$ cat src/rtl/core_sequencer_pkg.sv
// core_sequencer_pkg: state encodings and trap cause codes shared by the sequencer files
package core_sequencer_pkg;
  typedef enum logic [2:0] {ST_IDLE, ST_FETCH, ST_DECODE, ST_EXECUTE, ST_MEM, ST_WB, ST_TRAP} state_t;
  typedef enum logic [1:0] {TRAP_NONE, TRAP_ILL, TRAP_IMEM, TRAP_DMEM} trap_t;
endpackage

$ cat src/rtl/core_sequencer_if.sv
// core_sequencer_if: instruction/data memory req/ack handshake bundle
interface core_sequencer_if;
  logic imem_req, imem_ack, dmem_req, dmem_we, dmem_ack;
  modport master(output imem_req, dmem_req, dmem_we, input imem_ack, dmem_ack);
  modport slave(input imem_req, dmem_req, dmem_we, output imem_ack, dmem_ack);
endinterface

$ cat src/rtl/core_sequencer_mem_timeout.sv
// core_sequencer_mem_timeout: saturating wait counter shared by FETCH and MEM
module core_sequencer_mem_timeout #(
  parameter int W = 8,
  parameter int LIMIT = 255
) (
  input  logic clk,
  input  logic rst_n,
  input  logic clr,
  input  logic en,
  output logic hit
);
  logic [W-1:0] cnt;
  always_ff @(posedge clk or negedge rst_n)
    if (!rst_n) cnt <= '0;
    else if (clr) cnt <= '0;
    else if (en && cnt != '1) cnt <= cnt + 1'b1;
  assign hit = cnt == W'(LIMIT - 1);
endmodule

$ cat src/rtl/core_sequencer.sv
// core_sequencer: multi-cycle RV32I sequencer walking FETCH/DECODE/EXECUTE/MEM/WB with traps
module core_sequencer
  import core_sequencer_pkg::*;
#(
  parameter int TIMEOUT_W = 8,
  parameter int MEM_TIMEOUT = 255
) (
  input  logic                  clk,
  input  logic                  rst_n,
  input  logic                  run,
  core_sequencer_if.master      bus,
  output logic                  ir_load,
  input  logic                  branch_enable,
  input  logic                  mem_write_enable,
  input  logic                  reg_write_enable,
  input  logic                  mem_to_reg,
  input  logic                  ill_instr,
  input  logic                  branch_cond,
  output logic                  pc_write,
  output logic                  pc_src,
  output logic                  rf_write,
  output logic                  halted,
  output logic [1:0]            trap_cause,
  output logic [31:0]           instret
);
  state_t st, st_n;
  trap_t cause, cause_n;
  logic waiting, ack, tmo;
  assign waiting = st == ST_FETCH || st == ST_MEM;
  assign ack = st == ST_FETCH ? bus.imem_ack : st == ST_MEM && bus.dmem_ack;
  // clear dominates, so an ack on the limit cycle restarts the count instead of trapping
  core_sequencer_mem_timeout #(.W(TIMEOUT_W), .LIMIT(MEM_TIMEOUT)) u_tmo (
    .clk(clk), .rst_n(rst_n), .clr(!waiting || ack), .en(waiting), .hit(tmo)
  );
  always_ff @(posedge clk or negedge rst_n)
    if (!rst_n) begin
      st <= ST_IDLE;
      cause <= TRAP_NONE;
    end else begin
      st <= st_n;
      cause <= cause_n;
    end
  always_comb begin
    st_n = st;
    cause_n = cause;
    case (st)
      ST_IDLE: st_n = run ? ST_FETCH : ST_IDLE;
      ST_FETCH:
        if (ack) st_n = ST_DECODE;
        else if (tmo) begin
          st_n = ST_TRAP;
          cause_n = TRAP_IMEM;
        end
      ST_DECODE:
        if (ill_instr) begin
          st_n = ST_TRAP;
          cause_n = TRAP_ILL;
        end else st_n = ST_EXECUTE;
      ST_EXECUTE: st_n = mem_to_reg || mem_write_enable ? ST_MEM : branch_enable ? ST_FETCH : ST_WB;
      ST_MEM:
        if (ack) st_n = mem_to_reg ? ST_WB : ST_FETCH;
        else if (tmo) begin
          st_n = ST_TRAP;
          cause_n = TRAP_DMEM;
        end
      ST_WB: st_n = ST_FETCH;
      default: st_n = ST_TRAP;
    endcase
  end
  always_comb begin
    bus.imem_req = st == ST_FETCH;
    bus.dmem_req = st == ST_MEM;
    bus.dmem_we = st == ST_MEM && mem_write_enable;
    ir_load = st == ST_FETCH && bus.imem_ack;
    pc_write = st == ST_WB
             || (st == ST_EXECUTE && !mem_to_reg && !mem_write_enable && branch_enable)
             || (st == ST_MEM && bus.dmem_ack && !mem_to_reg);
    pc_src = pc_write && st == ST_EXECUTE && branch_cond;
    rf_write = st == ST_WB && reg_write_enable;
    halted = st == ST_TRAP;
    trap_cause = cause;
  end
  // every pc_write marks exactly one completed instruction
  always_ff @(posedge clk or negedge rst_n)
    if (!rst_n) instret <= '0;
    else if (pc_write) instret <= instret + 1'b1;
  assert property (@(posedge clk) disable iff (!rst_n)
    ((bus.imem_req && !bus.imem_ack) || (bus.dmem_req && !bus.dmem_ack)) |-> !(pc_write || rf_write || ir_load));
endmodule
$ cat src/flat_wrapper.sv
// flat-port wrapper written by rule: the top's interface ports become plain ports
module core_sequencer_flat import core_sequencer_pkg::*;
#(
  parameter int TIMEOUT_W = 8,
  parameter int MEM_TIMEOUT = 255
)
  (clk, rst_n, run, ir_load, branch_enable, mem_write_enable, reg_write_enable, mem_to_reg, ill_instr, branch_cond, pc_write, pc_src, rf_write, halted, trap_cause, instret, bus_imem_req, bus_dmem_req, bus_dmem_we, bus_imem_ack, bus_dmem_ack);
  core_sequencer_if bus_i ();
  input  logic clk;
  input  logic rst_n;
  input  logic run;
  output logic ir_load;
  input  logic branch_enable;
  input  logic mem_write_enable;
  input  logic reg_write_enable;
  input  logic mem_to_reg;
  input  logic ill_instr;
  input  logic branch_cond;
  output logic pc_write;
  output logic pc_src;
  output logic rf_write;
  output logic halted;
  output logic [1:0] trap_cause;
  output logic [31:0] instret;
  output wire logic [$bits(bus_i.imem_req)-1:0] bus_imem_req;
  output wire logic [$bits(bus_i.dmem_req)-1:0] bus_dmem_req;
  output wire logic [$bits(bus_i.dmem_we)-1:0] bus_dmem_we;
  input wire logic [$bits(bus_i.imem_ack)-1:0] bus_imem_ack;
  input wire logic [$bits(bus_i.dmem_ack)-1:0] bus_dmem_ack;
  assign bus_imem_req = bus_i.imem_req;
  assign bus_dmem_req = bus_i.dmem_req;
  assign bus_dmem_we = bus_i.dmem_we;
  assign bus_i.imem_ack = bus_imem_ack;
  assign bus_i.dmem_ack = bus_dmem_ack;
  core_sequencer #(.TIMEOUT_W(TIMEOUT_W), .MEM_TIMEOUT(MEM_TIMEOUT)) u_core (.clk(clk), .rst_n(rst_n), .run(run), .bus(bus_i), .ir_load(ir_load), .branch_enable(branch_enable), .mem_write_enable(mem_write_enable), .reg_write_enable(reg_write_enable), .mem_to_reg(mem_to_reg), .ill_instr(ill_instr), .branch_cond(branch_cond), .pc_write(pc_write), .pc_src(pc_src), .rf_write(rf_write), .halted(halted), .trap_cause(trap_cause), .instret(instret));
endmodule
$ cat config.mk
export PLATFORM = sky130hd
export DESIGN_NAME = core_sequencer_flat
export DESIGN_NICKNAME = d
export VERILOG_FILES = /design/src/rtl/core_sequencer_pkg.sv /design/src/rtl/core_sequencer_if.sv /design/src/rtl/core_sequencer_mem_timeout.sv /design/src/rtl/core_sequencer.sv /design/src/flat_wrapper.sv
export SDC_FILE = /design/constraint.sdc
export NUM_CORES = 1
export LEC_CHECK = 0
export ABC_AREA = 1
export BUFFER_PORTS_ARGS = -buffer_cell sky130_fd_sc_hd__buf_2
export CORE_MARGIN = 5
export CORE_UTILIZATION = 56
export DETAILED_ROUTE_END_ITERATION = 10
export HOLD_SLACK_MARGIN = 0.05
export PLACE_DENSITY = 0.88
export SYNTH_ARGS = -nofsm -noshare
export SYNTH_HDL_FRONTEND = slang
export SYNTH_HIERARCHICAL = 1
export SYNTH_SLANG_ARGS = --single-unit
$ cat constraint.sdc
create_clock -name clk -period 2.1 [get_ports clk]
set_input_delay 0.21 -clock clk [delete_from_list [all_inputs] [get_ports clk]]
set_output_delay 0.21 -clock clk [all_outputs]
set_load 0.1 [all_outputs]
==> results of run 1 <==
## cell usage after synthesis
master and number:
sky130_fd_sc_hd__nor2_4 3, sky130_fd_sc_hd__nor3_1 3, sky130_fd_sc_hd__inv_2 3, sky130_fd_sc_hd__clkinv_1 1, sky130_fd_sc_hd__buf_4 1, sky130_fd_sc_hd__nand3_4 1
sky130_fd_sc_hd__buf_6 1, sky130_fd_sc_hd__a21oi_1 6, sky130_fd_sc_hd__xor2_1 6, sky130_fd_sc_hd__nor2_2 3, sky130_fd_sc_hd__inv_1 51, sky130_fd_sc_hd__nand4_1 11
sky130_fd_sc_hd__dfrtp_1 45, sky130_fd_sc_hd__o21ai_0 3, sky130_fd_sc_hd__buf_8 1, sky130_fd_sc_hd__clkinv_4 1, sky130_fd_sc_hd__nand2_2 14, sky130_fd_sc_hd__xnor2_1 13
sky130_fd_sc_hd__nand3_1 43, sky130_fd_sc_hd__nand2_1 148, sky130_fd_sc_hd__nor2_1 63, sky130_fd_sc_hd__nand2_4 1, sky130_fd_sc_hd__buf_2 1, sky130_fd_sc_hd__nand4_4 1
sky130_fd_sc_hd__o21ai_1 2, sky130_fd_sc_hd__or2_2 1, sky130_fd_sc_hd__ha_1 3, sky130_fd_sc_hd__a21oi_2 1
## worst register-to-register path: stages, from the launching register on
cell and delay (ps):
sky130_fd_sc_hd__dfrtp_1 490, sky130_fd_sc_hd__nor2_2 230, sky130_fd_sc_hd__nand2_1 200, sky130_fd_sc_hd__nor2_1 300
sky130_fd_sc_hd__nor2_4 80, sky130_fd_sc_hd__nand2_2 130, sky130_fd_sc_hd__inv_4 70, sky130_fd_sc_hd__nand2_4 100
sky130_fd_sc_hd__clkinv_4 60, sky130_fd_sc_hd__nand2_1 60, sky130_fd_sc_hd__nand2_1 50
## per-layer routing
layer | vias up | wire length [um] | global-route usage (%)
li1 | 1451 | - | -
met1 | 1338 | 2790 | 24.0
met2 | 72 | 3370 | 38.8
met3 | 11 | 327 | 3.80
met4 | 0 | 113 | 7.81
met5 | - | 0 | 0
## layout make-up
type	count	share of cell area, %
repair buffers	55	9.24
inverters	56	6.33
clock buffers	7	2.80
multi-input cells	326	46.1
well taps	70	2.55
flip-flops and latches	45	32.8
clock inverters	1	0.145
## registers in the layout, indices dropped and copies added (netlist names)
name / cells
u_core/instret: 32
u_core/st: 3
u_core/trap_cause: 2
u_core/u_tmo/cnt: 8
## timing repair
action                                  in CTS  in global routing
gates resized for setup                      0                  2
hold buffers                                 1                  0
endpoints found under the hold margin       45                  0
endpoints found under the setup margin       0                  2
setup buffers                                0                  0
## report_power, final
group / leakage, nW / internal, mW / switching (mW)
logic: 1.07 / 0.0103 / 0.0258
registers: 0.606 / 0.865 / 0
clock network: 0.0542 / 0.298 / 0.287
total: 1.73 / 1.17 / 0.313
## cell usage in the layout, fill, tap and decap left out, types with 2 or more instances in the layout
cell	count
sky130_fd_sc_hd__ha_1	3
sky130_fd_sc_hd__nand2_4	2
sky130_fd_sc_hd__inv_2	3
sky130_fd_sc_hd__xor2_1	6
sky130_fd_sc_hd__clkbuf_4	2
sky130_fd_sc_hd__o21ai_0	2
sky130_fd_sc_hd__buf_2	49
sky130_fd_sc_hd__inv_1	50
sky130_fd_sc_hd__xnor2_1	13
sky130_fd_sc_hd__clkbuf_8	7
sky130_fd_sc_hd__a21oi_1	6
sky130_fd_sc_hd__nand4_1	11
sky130_fd_sc_hd__nand2_2	14
sky130_fd_sc_hd__o21ai_1	3
sky130_fd_sc_hd__nor2_1	59
sky130_fd_sc_hd__nor2_4	5
sky130_fd_sc_hd__dfrtp_1	43
sky130_fd_sc_hd__dfrtp_2	2
sky130_fd_sc_hd__nand3_1	43
sky130_fd_sc_hd__nand2_1	147
sky130_fd_sc_hd__buf_12	2
sky130_fd_sc_hd__nor3_1	2
sky130_fd_sc_hd__nor2_2	5
## kinds of logic (layout without fill, tap and decap cells)
group	count (synthesis)	count (layout)	synth area share (%)
AOI/OAI and AO/OA	12	12	2.17
xor gates and xnor gates	19	19	5.67
adders and majority gates	3	3	1.28
buffers and inverters	60	119	8.65
DFF	45	45	38.4
and+or+nand+nor	292	292	43.9
## final timing paths
path	end	slack, ps	start
max	bus_dmem_we	130	u_core/st[0]
min	u_core/st[2]	190	mem_to_reg
max reg2reg	u_core/u_tmo/cnt[3]	230	u_core/st[0]
min reg2reg	u_core/trap_cause[1]	470	u_core/trap_cause[1]
max in group asynchronous	u_core/instret[1]	1170	rst_n
min in group asynchronous	u_core/instret[15]	530	rst_n
==> results.txt, run 1 <==
The flow ran to the end, and the final reports show no timing, DRC or antenna violations. The critical path's top delay family is simple AND/OR/NAND/NOR gates. For this run, the post-layout net count is 503. Synthesis produced 431 cells. The netlist area before placement is 2940 sq um. After clock tree synthesis, the clock-pin slew on the worst setup and hold paths is 80 ps. The tools report the nature of the critical path startpoint as a flip-flop. After detailed placement, the design holds a cell count of 551. The first-pass GRT wire length is 11,300 um. The type of the worst min-delay path is primary input to flip-flop. The run gives 148 as the number of design-rule violations left by the first detailed-router iteration. A synthesized cell averages 6.81 sq um. The number of warnings issued by yosys was 6; the CTS buffer count was 5. Summing all non-filler instances in the final layout gives an area of 3440 sq um. The global router's overall resource usage is 21.1%.

The critical path's most frequent cell was sky130_fd_sc_hd__nor2_2. In this run the number of cells on the critical path is 4. In the final layout, the share of cells above drive strength 1 is 20.4%. Number of register bits inferred by synthesis: 45. Ranked by total cell area, the synthesized netlist is headed by sky130_fd_sc_hd__dfrtp_1 38%, sky130_fd_sc_hd__nand2_1 19%, sky130_fd_sc_hd__nor2_1 8.1%, sky130_fd_sc_hd__nand3_1 7.3%, sky130_fd_sc_hd__inv_1 6.5%. The proportion of netlist area held by the largest area contributor works out to 38.4%. For this run, the top clock speed supported by timing is 0.507 GHz.

The slowest stage of the critical path is the sky130_fd_sc_hd__dfrtp_1 cell. For this run the aggregate overflow at the end of global routing stands at 0. The combined buffer and inverter count along the critical path was 1.

Compared with the post-synthesis result, the final layout area differs by 17.2%. Dividing the detail-routed wire length by the instance count gives 11.8 um. Routability-driven placement finished with a final weighted congestion of 0.920. At the placement stage, the worst setup path has a slack of 259 ps. The number of antenna violations at the first check in global routing is 0.

The H-tree was split into 2 levels. The tree built by TritonCTS fans out to 45 sinks. The diode insertion count for antenna repair is 0, and the clock latency of the later-clocked register in the worst-skew pair is 300 ps.

Row generation in the floorplan step produced 26 rows. The delay of the slowest critical-path stage came out at 490 ps. The actual slew at the worst max-slew pin is 555 ps, and the setup TNS is 0 ps.

TritonCTS built the clock tree. After layout, the worst path uses 93.9% of the clock period. The tools report the count of boundary I/O pins as 53.

The logs give 2,691 for the via count of the first global-routing pass and 2,872 for the total number of vias. After filler insertion, the fill cell instance count of the layout stands at 467. The logs give 3320 sq um for the total cell area at the placement stage and 1590 sq um for the area used by multi-input combinational logic.

The tools report the critical path required time as 1890 ps. The routed design has 6600 um of wire. For the final database, setup skew stands at 6.26 ps. The element type at the critical path end is a primary output. The logs give 127 ps for the worst-case setup margin in the final layout and 67.4% for the final standard cell utilization of the core. Setup repair after global routing left no endpoint under its margin.

The tools report the library cell used as clock root buffer as sky130_fd_sc_hd__clkbuf_8. For the worst ir drop on vdd, the log shows 0.308 mV. The buffer levels on the longest clock path was 2.

The die covers 6790 sq um. The run gives 0 as the number of DRC violations after detailed routing. Power comes to 1.49 mW. The count of input and output buffers works out to 52. The power density over the cells was 432 nW/um^2. The final hold violation count was 0. Entering global routing, the biggest net connects 46 pins. The setup-violating endpoint count in the final report was 0; the path depth of the worst reg2reg path was 10. The die is 82.4 um tall. For this run, the detailed router's first-pass iteration total came to 4. Of all nets on the critical path, the largest fanout is 7. Summing the sequential cell areas from Yosys gives 38.4% of the chip area. For the worst slew margin relative to its limit, the log shows 63.0%. The worst hold slack is 190 ps. The run gives 0 as the remaining antenna violation count. Summing all flip-flop and latch instances after layout gives 1130 sq um.

The critical path goes through nor2_2, nand2_1, nor2_2, buf_2. The logs give 560 for the number of standard cells in the layout, taps in and fillers out and 1.73 nW for the reported leakage power. The area of the placeable core is 5110 sq um, and the detailed placer's ending HPWL is 5130 um. The number of max-cap violations is 0.

The number of vias per cell after detailed routing is 5.13. The cell depth of the worst min-delay path came out at 3. For the worst setup path, the data arrival time is 1760 ps. Counting distinct cell types in the post-synthesis netlist gives 28. The overall die width came out at 82.4 um.

Counting I/O delays and the setup requirement, the final critical path takes 1970 ps. The synthesized design spends more area on one cell type than any other, namely sky130_fd_sc_hd__dfrtp_1. The total count of max-transition violations in the final report is 0, and the initial core utilization is 57.5%. Synthesis produced a netlist with a net count of 445. The worst setup path is of the flip-flop to primary output kind.
(Power assumes the default switching activity.)
==> inputs of run 2 (changes only) <==
--- a/config.mk
+++ b/config.mk
@@ -12,6 +12,7 @@
 export DETAILED_ROUTE_END_ITERATION = 10
 export HOLD_SLACK_MARGIN = 0.05
 export PLACE_DENSITY = 0.88
+export SLEW_MARGIN = 15
 export SYNTH_ARGS = -nofsm -noshare
 export SYNTH_HDL_FRONTEND = slang
 export SYNTH_HIERARCHICAL = 1
==> constraint.sdc (replaced) <==
create_clock -name clk -period 2.1 [get_ports clk]
set_input_delay 0.105 -clock clk [delete_from_list [all_inputs] [get_ports clk]]
set_output_delay 0.105 -clock clk [all_outputs]
set_load 0.1 [all_outputs]
==> run 2 against run 1 <==
Effect of this change:
- flip-flop and latch count is the same
- via count grew 0.70%
- clock skew grew 0.65 ps
- die area is the same
- count of clock-buffer cells in the layout is the same
- register-to-register slack lost 40 ps
- sequential power is essentially flat
- clock power grew 14%
- worst hold slack lost 120 ps
==> results.txt, run 2 (synthesis results as in run 1) <==
The pin count of the biggest net entering global routing came out at 39 (was 46). The critical path required time was 2000 ps (was 1890 ps). The last weighted congestion value of the routability-driven placer is 0.917 (was 0.920), and the total die area is 6790 sq um (unchanged). The remaining antenna violation count was 0 (unchanged); the number of DRC violations after detailed routing was 0 (unchanged). The worst ir drop on vdd was 0.304 mV (was 0.308 mV).

The achievable frequency was 0.508 GHz (was 0.507 GHz). The number of vias per cell after detailed routing is 5.15 (was 5.13). The critical path class was flip-flop to primary output (unchanged).

The clock edge transition at the registers on the reported setup and hold paths is 80 ps (about the same). The detailed placer's ending HPWL was 5240 um (was 5130 um); the synthesis-to-finish area growth was 17.8% (was 17.2%). The tools report the number of standard cells in the layout, taps in and fillers out as 562 (was 560). The number of nets in the finished design came out at 505 (was 503).

The tools report the element type at the critical path end as a primary output (unchanged). The run gives 0 (unchanged) as the setup-violating endpoint count in the final report. For the floorplan row count, the log shows 26 (unchanged). The number of H-tree levels is 2 (unchanged).

The actual slew at the worst max-slew pin was 846 ps (was 555 ps); the area of the placeable core was 5110 sq um (unchanged). The logs give 131 ps (was 127 ps) for the worst-case setup margin in the final layout and 190 ps (was 230 ps) for the worst setup slack for register-to-register paths. Setup repair after global routing left no endpoint under its margin. The worst slew margin relative to its limit is 43.6% (was 63.0%). The overall die width came out at 82.4 um (unchanged). The diode insertion count for antenna repair was 0 (unchanged). The reported leakage power is 1.75 nW (was 1.73 nW).

The count of clock tree sinks was 45 (unchanged). For the detailed-routing iteration count for the pre-antenna-repair pass, the log shows 5 (was 4). The via count of the first global-routing pass came out at 2,705 (was 2,691). The tools report the total number of vias as 2,892 (was 2,872).

The power density over the cells was 455 nW/um^2 (was 432 nW/um^2). The global router's overall resource usage is 21.9% (was 21.1%), and the worst slack at placement is 219 ps (was 259 ps). The clock latency of the later-clocked register in the worst-skew pair was 290 ps (was 300 ps); the critical-path maximum fanout was 7 (unchanged).

The run gives 11,500 um (was 11,300 um) as the first-pass GRT wire length. Top library cells by usage in the layout, fill and taps aside: 147 x sky130_fd_sc_hd__nand2_1, 59 x sky130_fd_sc_hd__nor2_1, 51 x sky130_fd_sc_hd__buf_2 (was 147 x sky130_fd_sc_hd__nand2_1, 59 x sky130_fd_sc_hd__nor2_1, 50 x sky130_fd_sc_hd__inv_1). The commonest non-fill, non-tap cell in the layout is sky130_fd_sc_hd__nand2_1 (unchanged). Post-layout minimum cycle time: 1970 ps (about the same). Register bank with the most flops: u_core/instret (unchanged).

The run gives 0 (unchanged) as the total count of max-transition violations in the final report. The count of input and output buffers came out at 52 (unchanged). The library cell used as clock root buffer was sky130_fd_sc_hd__clkbuf_8 (unchanged). The worst clock skew on the final layout was 6.92 ps (was 6.26 ps). The buffer levels on the longest clock path was 2 (unchanged). The total wire length came out at 7000 um (was 6600 um). The run gives 53 (unchanged) as the count of boundary I/O pins. The proportion of layout cells with a drive suffix above 1 came out at 20.3% (was 20.4%). The detailed-route wire length per cell is 12.4 um (was 11.8 um), and the number of design-rule violations left by the first detailed-router iteration is 178 (was 148). The part of the cycle the worst path needs was 93.8% (was 93.9%).

The run gives 1860 ps (was 1760 ps) as the arrival time reported for the critical path endpoint. The nature of the critical path startpoint was a flip-flop (unchanged). Final hold violation count: 0 (unchanged). The flow ran to the end, and the final reports show no timing, DRC or antenna violations.

The run gives 551 (unchanged) as the number of cells in the design after placement. The type of the worst min-delay path was primary input to flip-flop (unchanged). Flip-flop count of the largest register, all copies and words added: 32 (unchanged). TritonCTS built the clock tree. For the initial core utilization, the log shows 57.5% (unchanged).

The leftover overflow at the end of global routing was 0 (unchanged). The die span in y is 82.4 um (unchanged), and the number of max-cap violations is 0 (unchanged). The run gives 0 (unchanged) as the number of antenna violations at the first check in global routing.

Largest registers: u_core/instret: 32 flops, u_core/u_tmo/cnt: 8 flops, u_core/st: 3 flops (unchanged). The tools report the CTS buffer count as 5 (unchanged). For the final standard cell utilization of the core, the log shows 67.7% (was 67.4%). Setup TNS: 0 ps (unchanged).
-- run 2: worst paths after layout --
kind / startpoint / end / cells after the start
setup / recovery: u_core/st[2] / ir_load / 6
hold / removal: run / u_core/st[0] / 3
setup reg to reg: u_core/st[0] / u_core/u_tmo/cnt[7] / 10
hold reg to reg: u_core/trap_cause[0] / u_core/trap_cause[0] / 2
max in group asynchronous: rst_n / u_core/instret[17] / 3
min in group asynchronous: rst_n / u_core/instret[9] / 2
-- run 2: cell type report --
type	instances	area, sq um
Clock buffer	7	86.3
Timing Repair Buffer	56	310
Inverter	56	218
Tap cell	70	87.6
Clock inverter	1	30.0
Fill cell	460	1650
Sequential cell	45	1130
Multi-Input combinational cell	327	1600
-- run 2: power by group --
| group | switching [mW] | internal, mW | total (mW) | leakage, nW |
|---|---|---|---|---|
| logic | 0.0267 | 0.0116 | 0.0383 | 1.09 |
| clock network | 0.281 | 0.388 | 0.669 | 0.0585 |
| registers | 0 | 0.866 | 0.866 | 0.606 |
-- run 2: metal layers --
layer | track usage [%] | part of all wire [%]
met1 | 23.6 | 41
met2 | 41.6 | 51
met3 | 4.23 | 6.1
met4 | 8.47 | 1.9
met5 | 0 | 0
-- run 2: timing repair --
action / CTS / global route
resized for setup: 0 / 0
endpoints found under the hold margin: 38 / 0
hold buffers: 2 / 0
buffers inserted: 0 / 0
endpoints found under the setup margin: 0 / 1
-- run 2: metrics by stage --
| step | hold WS [ps] | power [mW] | area, sq um |
|---|---|---|---|
| floorplan | -191 | 0.889 | 2970 |
| finish | 73.9 | 1.57 | 3460 |
| detailed placement | 259 | 0.920 | 3310 |
| global route | 54.8 | 1.64 | 3460 |
| global placement | 244 | 0.919 | 3310 |
| CTS | 58.2 | 1.59 | 3450 |
-- run 2: critical path, cell delays in order (launching register included) --
cell and delay (ps):
sky130_fd_sc_hd__dfrtp_1 460, sky130_fd_sc_hd__inv_2 170, sky130_fd_sc_hd__nand2_4 90, sky130_fd_sc_hd__nor2_4 180
sky130_fd_sc_hd__inv_2 80, sky130_fd_sc_hd__nor2_4 140, sky130_fd_sc_hd__buf_2 440
